`config.mk`:
```
export PLATFORM = sky130hd
export DESIGN_NAME = loa_vector_gen
export DESIGN_NICKNAME = d
export VERILOG_FILES = /design/src/rtl/loa_pkg.sv /design/src/rtl/loa_vector_gen_lfsr.sv /design/src/rtl/loa_vector_gen.sv
export SDC_FILE = /design/constraint.sdc
export NUM_CORES = 1
export LEC_CHECK = 0
export ABC_AREA = 1
export CAP_MARGIN = 10
export CORE_MARGIN = 4
export CORE_UTILIZATION = 25
export CTS_CLUSTER_DIAMETER = 100
export CTS_CLUSTER_SIZE = 8
export DETAILED_ROUTE_END_ITERATION = 10
export DONT_BUFFER_PORTS = 1
export GPL_TIMING_DRIVEN = 0
export PLACE_DENSITY = 0.36
export SLEW_MARGIN = 25
export SYNTH_ARGS = -nofsm -noshare
export SYNTH_HDL_FRONTEND = slang
export SYNTH_SLANG_ARGS = --single-unit
```
`constraint.sdc`:
```
create_clock -name i_Clk -period 2.42 [get_ports i_Clk]
set_input_delay 0.242 -clock i_Clk [delete_from_list [all_inputs] [get_ports i_Clk]]
set_output_delay 0.242 -clock i_Clk [all_outputs]
set_load 0.1 [all_outputs]
```
`src/rtl/loa_pkg.sv`:
```
// -----------------------------------------------------------------------------
// loa_pkg
// Shared definitions for the approximate-adder vector generator:
//   - state_e     : run-control FSM states (IDLE, RUN, DONE)
//   - lfsr_taps() : Galois tap mask for 8/16/32-bit LFSRs (right-shift form)
//   - lfsr_step() : one Galois LFSR step for a given width
//   - vec_width() : packed vector width {A, B, Cout, Sum} = 3N+1
// -----------------------------------------------------------------------------
package loa_pkg;

  typedef enum logic [1:0] {
    IDLE = 2'd0,
    RUN  = 2'd1,
    DONE = 2'd2
  } state_e;

  // Tap masks for a right-shifting Galois LFSR: term x^e maps to bit e-1.
  //   w=8  : x^8+x^6+x^5+x^4+1
  //   w=16 : x^16+x^15+x^13+x^4+1
  //   w=32 : x^32+x^22+x^2+x+1
  function automatic logic [31:0] lfsr_taps(input int w);
    case (w)
      8:       return 32'h0000_00B8;
      16:      return 32'h0000_D008;
      32:      return 32'h8020_0003;
      default: return 32'h0000_0000;
    endcase
  endfunction

  // One LFSR step; s must be zero above bit w-1 (the result then is too).
  function automatic logic [31:0] lfsr_step(input logic [31:0] s, input int w);
    logic [31:0] nxt;
    nxt = s >> 1;
    if (s[0]) begin
      nxt = nxt ^ lfsr_taps(w);
    end
    return nxt;
  endfunction

  function automatic int vec_width(input int n);
    return 3 * n + 1;
  endfunction

endpackage

```
`src/rtl/loa_vector_gen_lfsr.sv`:
```
// -----------------------------------------------------------------------------
// lfsr_galois
// W-bit Galois LFSR holding the pseudo-random operand sequence.
// Ports:
//   clk, rst : clock, asynchronous active-high reset (state resets to 1)
//   load     : load seed (has priority over step)
//   seed     : value loaded on load
//   step     : advance one step
//   state    : current LFSR state
// -----------------------------------------------------------------------------
module lfsr_galois
  import loa_pkg::*;
#(
  parameter int W = 8
) (
  input  logic         clk,
  input  logic         rst,
  input  logic         load,
  input  logic [W-1:0] seed,
  input  logic         step,
  output logic [W-1:0] state
);

  logic [W-1:0] state_q;
  logic [W-1:0] state_d;

  always_comb begin
    state_d = state_q;
    if (load) begin
      state_d = seed;
    end else if (step) begin
      state_d = W'(lfsr_step(32'(state_q), W));
    end
  end

  always_ff @(posedge clk or posedge rst) begin
    if (rst) begin
      state_q <= W'(1);
    end else begin
      state_q <= state_d;
    end
  end

  assign state = state_q;

endmodule

```
`src/rtl/loa_vector_gen.sv`:
```
// -----------------------------------------------------------------------------
// loa_vector_gen
// Streams (A, B) operand pairs with their exact reference {Cout, Sum} over a
// valid/ready handshake, either exhaustively (A-major) or from a Galois LFSR.
// Ports:
//   i_Clk, i_Rst       : clock, asynchronous active-high reset
//   i_Start            : begin a run (honoured in IDLE/DONE only)
//   i_Mode             : 0 = exhaustive, 1 = pseudo-random
//   i_Seed, i_Count    : LFSR seed and random vector count, sampled with start
//   i_Ready            : consumer accepts current vector
//   o_Valid            : vector outputs valid
//   o_A, o_B           : operands
//   o_Cout, o_Sum      : exact A+B (carry-in 0)
//   o_Vector           : {o_A, o_B, o_Cout, o_Sum}
//   o_Last             : current vector is the final one of the run
//   o_Busy             : run in progress
//   o_Done             : sticky end-of-run flag
// -----------------------------------------------------------------------------
module loa_vector_gen
  import loa_pkg::*;
#(
  parameter int N  = 4,
  parameter int VW = vec_width(N)
) (
  input  logic           i_Clk,
  input  logic           i_Rst,
  input  logic           i_Start,
  input  logic           i_Mode,
  input  logic [2*N-1:0] i_Seed,
  input  logic [2*N-1:0] i_Count,
  input  logic           i_Ready,
  output logic           o_Valid,
  output logic [N-1:0]   o_A,
  output logic [N-1:0]   o_B,
  output logic           o_Cout,
  output logic [N-1:0]   o_Sum,
  output logic [VW-1:0]  o_Vector,
  output logic           o_Last,
  output logic           o_Busy,
  output logic           o_Done
);

  localparam int LW = 2 * N;
  localparam logic [LW-1:0] LAST_IDX = '1;

  state_e        state_q, state_d;
  logic          xfer;
  logic          empty_run, load_first, advance, finish;

  logic          mode_q, mode_d;
  logic [LW-1:0] ab_q, ab_d;      // current {A,B}; doubles as exhaustive index
  logic [LW-1:0] rem_q, rem_d;    // remaining random vectors incl. current
  logic          valid_q, valid_d;
  logic          last_q, last_d;
  logic          done_q, done_d;
  logic          cout_q, cout_d;
  logic [N-1:0]  sum_q, sum_d;

  logic [LW-1:0] seed_eff;
  logic [LW-1:0] lfsr_preload;
  logic [LW-1:0] lfsr_state;
  logic          lfsr_step_en;

  assign xfer = valid_q && i_Ready;

  // An all-zero seed would lock the LFSR, so it is replaced by 1.
  assign seed_eff = (i_Seed == '0) ? LW'(1) : i_Seed;

  // The LFSR runs one step ahead of the presented vector so the successor
  // is already available on the transfer edge.
  assign lfsr_preload = LW'(lfsr_step(32'(seed_eff), LW));
  assign lfsr_step_en = advance && mode_q;

  lfsr_galois #(
    .W(LW)
  ) u_lfsr (
    .clk  (i_Clk),
    .rst  (i_Rst),
    .load (load_first),
    .seed (lfsr_preload),
    .step (lfsr_step_en),
    .state(lfsr_state)
  );

  // ---------------- FSM: state register ----------------
  always_ff @(posedge i_Clk or posedge i_Rst) begin
    if (i_Rst) begin
      state_q <= IDLE;
    end else begin
      state_q <= state_d;
    end
  end

  // ---------------- FSM: next state ----------------
  always_comb begin
    state_d = state_q;
    case (state_q)
      IDLE, DONE: begin
        if (i_Start) begin
          state_d = (i_Mode && (i_Count == '0)) ? DONE : RUN;
        end
      end
      RUN: begin
        if (xfer && last_q) begin
          state_d = DONE;
        end
      end
      default: state_d = IDLE;
    endcase
  end

  // ---------------- FSM: control outputs ----------------
  always_comb begin
    empty_run  = 1'b0;
    load_first = 1'b0;
    advance    = 1'b0;
    finish     = 1'b0;
    case (state_q)
      IDLE, DONE: begin
        empty_run  = i_Start && i_Mode && (i_Count == '0);
        load_first = i_Start && !(i_Mode && (i_Count == '0));
      end
      RUN: begin
        advance = xfer && !last_q;
        finish  = xfer && last_q;
      end
      default: ;
    endcase
  end

  assign o_Busy = (state_q == RUN);

  // ---------------- Datapath next values ----------------
  always_comb begin
    mode_d  = mode_q;
    ab_d    = ab_q;
    rem_d   = rem_q;
    valid_d = valid_q;
    last_d  = last_q;
    done_d  = done_q;
    if (load_first) begin
      mode_d  = i_Mode;
      ab_d    = i_Mode ? seed_eff : '0;
      rem_d   = i_Count;
      last_d  = i_Mode && (i_Count == LW'(1));
      valid_d = 1'b1;
      done_d  = 1'b0;
    end else if (empty_run || finish) begin
      rem_d   = '0;
      valid_d = 1'b0;
      last_d  = 1'b0;
      done_d  = 1'b1;
    end else if (advance) begin
      rem_d = rem_q - LW'(1);
      if (mode_q) begin
        ab_d   = lfsr_state;
        last_d = (rem_q == LW'(2));
      end else begin
        ab_d   = ab_q + LW'(1);
        last_d = (ab_q == (LAST_IDX - LW'(1)));
      end
    end
    // Reference result at N+1 bits so the carry is never lost.
    {cout_d, sum_d} = {1'b0, ab_d[LW-1:N]} + {1'b0, ab_d[N-1:0]};
  end

  // ---------------- Output register stage ----------------
  always_ff @(posedge i_Clk or posedge i_Rst) begin
    if (i_Rst) begin
      mode_q  <= 1'b0;
      ab_q    <= '0;
      rem_q   <= '0;
      valid_q <= 1'b0;
      last_q  <= 1'b0;
      done_q  <= 1'b0;
      cout_q  <= 1'b0;
      sum_q   <= '0;
    end else begin
      mode_q  <= mode_d;
      ab_q    <= ab_d;
      rem_q   <= rem_d;
      valid_q <= valid_d;
      last_q  <= last_d;
      done_q  <= done_d;
      cout_q  <= cout_d;
      sum_q   <= sum_d;
    end
  end

  assign o_Valid  = valid_q;
  assign o_A      = ab_q[LW-1:N];
  assign o_B      = ab_q[N-1:0];
  assign o_Cout   = cout_q;
  assign o_Sum    = sum_q;
  assign o_Vector = {ab_q, cout_q, sum_q};
  assign o_Last   = last_q;
  assign o_Done   = done_q;

endmodule
```
Word level (Yosys, flattened, before mapping)
Cells that the tools add are included.
{ "totals": {"regBits": 35, "out_inout_bits": 30, "wordCells": 75} }
{ "classes": {"n_addsub": 3, "n_eq_ne": 7, "n_mux": 33, "bitwise_logic": 2, "reduce_logical": 20} }
{ "ops": {"columns": ["operator", "count"], "rows": [
  ["$mux 8", 17],
  ["$logic_not 8->1", 2],
  ["$xor 7x8->8", 2],
  ["$mux 1", 12],
  ["$logic_and 1x1->1", 9],
  ["$add 8x1->8 const B", 1],
  ["$eq 8x1->1 const B", 1],
  ["$eq 8x2->1 const B", 1],
  ["$eq 8x8->1 const B", 1],
  ["$sub 8x1->8 const B", 1],
  ["$mux 2", 3],
  ["$add 4x4->5", 1],
  ["$pmux 2 s2", 1],
  ["$reduce_bool 2->1", 2],
  ["$reduce_bool 3->1", 1],
  ["$eq 2x1->1 const B", 1],
  ["$eq 2x2->1 const B", 1],
  ["$logic_not 1->1", 2],
  ["$logic_not 2->1", 1],
  ["$ne 2x1->1 const B", 1],
  ["$ne 2x2->1 const B", 1],
  ["$reduce_and 2->1", 1],
  ["$reduce_or 2->1", 1],
  ["$logic_or 1x1->1", 1]
]} }

Longest topological paths before layout
Gate-level depths: netlist of the first run.
{ "depth": {"ltp_word": 10, "depth_mapped": 14} }

Modules after synthesis
A second synthesis of the first run with hierarchy kept.
{ "hier_totals": {"hier_cells": 353, "area_unflattened_um2": 2474.9} }
{ "by_module_without_submodules": {"columns": ["mod", "n_inst", "cells_per_inst", "area_each_um2"], "rows": [
  ["loa_vector_gen", 1, 295, 2059.5],
  ["lfsr_galois", 1, 58, 415.4]
]} }

Worst setup path before layout of the first run
OpenSTA, ideal clock, no wires.
{ "synth_timing": {"kind": "flip-flop to flip-flop", "startpoint": "register valid_q, in the netlist o_Valid", "endpoint": "register sum_q[2], in the netlist o_Sum[2]", "setup_time_ns": 0.123, "arrival_time_ns": 2.581, "t_required_ns": 2.297, "setup_slack_ns": -0.284, "path_stages_with_launch": 12, "path_buffers": 1, "path_cell_list": "dfrtp_1 > nand2_1 > nor2_2 > nand2_4 > inv_2 > buf_6 > o21ai_0 > o22ai_1 > ha_1 > inv_1 > fa_1 > xnor2_1"} }
{ "synth_between": {"elab_chain_cells": 7, "elab_cells_between_ends": 10, "cone_classes": "add/sub: 1; mux: 5; reduce/logical: 4"} }
{ "synth_rtl": {"columns": ["element", "line", "text"], "rows": [
  ["start, declared", "loa_vector_gen.sv:53", "logic valid_q, valid_d;"],
  ["start signal, assigned", "loa_vector_gen.sv:182", "valid_q <= valid_d;"],
  ["$logic_and 1x1->1 *", "loa_vector_gen.sv:64", "assign xfer = valid_q && i_Ready;"],
  ["$logic_and 1x1->1 (on tied branches)", "loa_vector_gen.sv:124, loa_vector_gen.sv:125", null],
  ["$mux 1", "loa_vector_gen.sv:118", "case (state_q)"],
  ["$mux 8 / $logic_or 1x1->1 (equally long branches)", "loa_vector_gen.sv:153, loa_vector_gen.sv:148", null],
  ["$mux 8 *", "loa_vector_gen.sv:148", "end else if (empty_run || finish) begin"],
  ["$mux 8 *", "loa_vector_gen.sv:141", "if (load_first) begin"],
  ["via ab_d[0]", "loa_vector_gen.sv:51", "logic [LW-1:0] ab_q, ab_d;"],
  ["$add 4x4->5 *", "loa_vector_gen.sv:164", "{cout_d, sum_d} = {1'b0, ab_d[LW-1:N]} + {1'b0, ab_d[N-1:0]};"],
  ["via sum_d[2]", "loa_vector_gen.sv:57", "logic [N-1:0] sum_q, sum_d;"],
  ["end signal, assigned", "loa_vector_gen.sv:186", "sum_q <= sum_d;"],
  ["end, declared", "loa_vector_gen.sv:57", null]
]} }
Mark *: on every way through the listed nets, which the timed path passes. The rest lies on a longest branch.
A chain may end at the register's enable or synchronous reset.

Worst setup path after layout of the first run
{ "layout_timing": {"startpoint": "register valid_q, in the netlist o_Valid", "endpoint": "register sum_q[1], in the netlist o_Sum[1]"} }
Same word-level chain as after synthesis.

==> qor.csv, run 1 <==
stage;metric;value;unit
die;num_io_pins;51;
clock_tree;root_buffer;clkbuf_8;
routing;antenna_left;0;
global_routing;grt_use_met2;0.1954;
timing;relSlewSlack;0.3993;
synth;synth_top_area_cell;dfrtp_1;
synth;synth.distinct_cells;29;
critical_path;crit_type;reg -> reg;
critical_path;critPathRequiredTime;2.62;ns
layout;areaGrowthSynthToFinish;21.17;%
timing;timing.final.crit_period;2.319;ns
synth;syn-num-nets;368;
clock_tree;clk_pin_slew;0.08;ns
layout;final_core_util;0.3116;
timing;slew_violations;0;
synth;synth_seq_cells;35;
synth;netlist_instances;338;
clock_tree;insertion_delay;0.30;ns
clock_tree;htreeDepth;2;
timing;fin_worst_skew;0.01411;ns
routing;via_per_inst;4.313;
timing;finalHoldViolCount;0;
routing;routed_wl;7.068;mm
critical_path;crit_path_top_delay_cell;dfrtp_4;
routing;drc;0;
placement;io_buffers;0;
routing;drt-wirelength-per-cell;14.63;um
layout;final_layout_size_suffix_gt1_frac;0.2260;
routing;drt_pre_antenna_iters;4;
critical_path;cp-start-kind;flop;
clock_tree;cts-buffers-inserted;5;
synth;ys_seq_area_frac;0.3691;
placement;dpl.hpwl;5.324;mm
run;cap_violations;0;
timing;rsz0062_at_grt;true;
timing;fmax;431.2;MHz
global_routing;overflow;0;
routing;vias;2083;
global_routing;grt_usage;0.1336;
critical_path;path_common_cell;inv_1;
synth;syn_avg_cell_area;7.030;um2
synth;netlist_top_cells_area;dfrtp_1 36%, nand2_1 18%, nand3_1 7.8%;
global_routing;grtUsageMet3;0.03062;
timing;finalSetupViolCount;0;
die;core_area;0.009240;mm2
critical_path;ff2ff_setup_slack;0.10;ns
routing;drt_iter0_markers;66;
synth;synth_top_area_share;0.3581;
layout;antenna_cells;0;
die;fp.dieW;105.5;um
die;initial_core_util;0.2571;
critical_path;crit_path_end_kind;flop;
global_routing;grt_antenna_before_repair;0;
layout;num-nets-final;383;
critical_path;path_buf_inv;4;
critical_path;critPathMaxFanout;5;
die;die_y;105.5;um
status;outcome;complete, no violations;
critical_path;crit_path_max_incr_delay;0.64;ns
worst_hold_path;holdCritPathClass;in -> reg;
timing;worst_pin_slew;0.9010;ns
global_routing;busiest_layer;met1;
clock_tree;cts_buffer_depth;2;
timing;final.setup.tns;0;ns
synth;syn_area;0.002376;mm2
critical_path;crit_arrival;2.52;ns
placement;place_congestion;0.7431;
clock_tree;cts_tree;done;
global_routing;grt_first_pass_wirelength;11.54;mm
synth;yosys_warnings;0;
timing;timing.final.crit_share;0.9584;
critical_path;critPathTopFamily;adder cells;
global_routing;globalRouteMet1Util;0.1976;
global_routing;grt_max_degree;28;
global_routing;grt_pass1_vias;2086;
die;die_area;0.01113;mm2
die;row_count;35;
critical_path;cp_cell_sequence;nand2_4, nor2_4, nand2_8, inv_2, buf_6, o21ai_1, o22ai_2, ha_2, inv_1, fa_2, inv_1;
clock_tree;cts_num_sinks;35;
-- worst reg2reg max path, cell delays in order (launching register included) --
cell     delay [ns]
dfrtp_4        0.64
nand2_4        0.10
nor2_4         0.15
nand2_8        0.08
inv_2          0.07
buf_6          0.11
o21ai_1        0.07
o22ai_2        0.21
ha_2           0.22
inv_1          0.05
fa_2           0.51
inv_1          0.03
-- metrics by stage --
step | hold WS (ns) | worst slack, ns | area (um2) | instances
6_report | 0.02960 | 0.1007 | 2879 | 483
5_1_grt | 0.02349 | -0.005290 | 2879 | 483
4_1_cts | 0.02115 | 0.02468 | 2774 | 480
3_5_place_dp | 0.06879 | -0.3149 | 2565 | 468
3_3_place_gp | 0.3299 | -0.3163 | 2545 | 467
2_1_floorplan | 0.3283 | 0.01138 | 2384 | 338
-- Yosys cell counts, drive strengths merged --
library cell and number:
fa 1, xnor2 2, dfstp 1, a31oi 1, o211ai 1, ha 8
and2 1, inv 40, o21ai 24, nand4 5, o22ai 1, dfrtp 34
xor2 4, a21oi 9, o31ai 1, buf 22, nand3 37, nand2 118
nor3 1, nor2 27
-- sequential cells by signal (all words and copies together) (netlist names) --
name / count
ab_q: 8
rem_q: 8
u_lfsr.state: 8
o_Sum: 4
state_q: 2
mode_q: 1
o_Cout: 1
o_Done: 1
o_Last: 1
o_Valid: 1
-- cells in the final DEF (no fill, tap or decap), drive strengths merged --
master         n
nand2        118
fa             1
xor2           4
nor3           1
nand3         37
nor2          27
dlygate4sd3    1
and2           1
inv           39
a21oi          9
bufinv         2
ha             8
o21ai         24
o211ai         1
nand4          5
dfrtp         34
o22ai          1
clkbuf         6
clkinv         1
xnor2          2
o31ai          1
buf           29
dfstp          1
a31oi          1
-- what timing repair did --
item / 4_1_cts / 5_1_grt
gates resized for setup: 19 / 19
setup endpoints to repair: 4 / 4
hold buffers: 1 / 0
buffers inserted: 3 / 3
pin swaps: 2 / 3
hold endpoints to repair: 8 / 0
-- per-layer routing --
layer	vias to the layer above	share of wire	routed length (um)
met5	-	0	0
met4	0	0.0081	57
met1	945	0.50	3561
met3	4	0.052	370
li1	1089	-	-
met2	45	0.44	3079
-- layout make-up --
class                      count  area (um2)
timing repair buffer           8       78.83
tap                          129       161.4
inverter                      40       176.4
fill                         983        6361
clock inverter                 2       35.03
multi-input combinational    241        1276
clock buffer                   6       82.58
sequential                    35       907.1
buffer                        22       161.4
-- cells by family after synthesis --
logic type | share of synthesized area
AND/OR/NAND/NOR | 0.3365
buffers and inverters | 0.1311
AO/OA/AOI/OAI | 0.09058
flip-flops | 0.3691
adder cells (fa/ha/maj) | 0.05055
XOR/XNOR | 0.02212
-- worst paths after layout --
path / end / start / cells after the start
setup / recovery: o_Sum[1] / o_Valid / 11
hold / removal: state_q[1] / i_Start / 1
setup reg to reg: o_Sum[1] / o_Valid / 11
hold reg to reg: state_q[1] / state_q[0] / 1
max in group asynchronous: u_lfsr.state[0] / i_Rst / 3
min in group asynchronous: state_q[0] / i_Rst / 2
Power of run 1 is not shown: default switching activity piles up to over one toggle a cycle in this logic, so the estimate is an artifact.
==> inputs of run 2 (changes only) <==
--- a/config.mk
+++ b/config.mk
@@ -10,7 +10,7 @@
 export CORE_MARGIN = 4
 export CORE_UTILIZATION = 25
 export CTS_CLUSTER_DIAMETER = 100
-export CTS_CLUSTER_SIZE = 8
+export CTS_CLUSTER_SIZE = 14
 export DETAILED_ROUTE_END_ITERATION = 10
 export DONT_BUFFER_PORTS = 1
 export GPL_TIMING_DRIVEN = 0
==> results of run 2 <==
Same layout as run 1: the final DEF is identical, and so are final timing and power.
Power of run 2 is left out for the same reason.
==> inputs of run 3 (changes only) <==
--- a/config.mk
+++ b/config.mk
@@ -9,8 +9,8 @@
 export CAP_MARGIN = 10
 export CORE_MARGIN = 4
 export CORE_UTILIZATION = 25
+export CTS_BUF_LIST = sky130_fd_sc_hd__clkbuf_4 sky130_fd_sc_hd__clkbuf_8
 export CTS_CLUSTER_DIAMETER = 100
-export CTS_CLUSTER_SIZE = 14
 export DETAILED_ROUTE_END_ITERATION = 10
 export DONT_BUFFER_PORTS = 1
 export GPL_TIMING_DRIVEN = 0
==> results of run 3 <==
Same layout as run 1: the final DEF is identical, and so are final timing and power.
Power of run 3 is left out for the same reason.
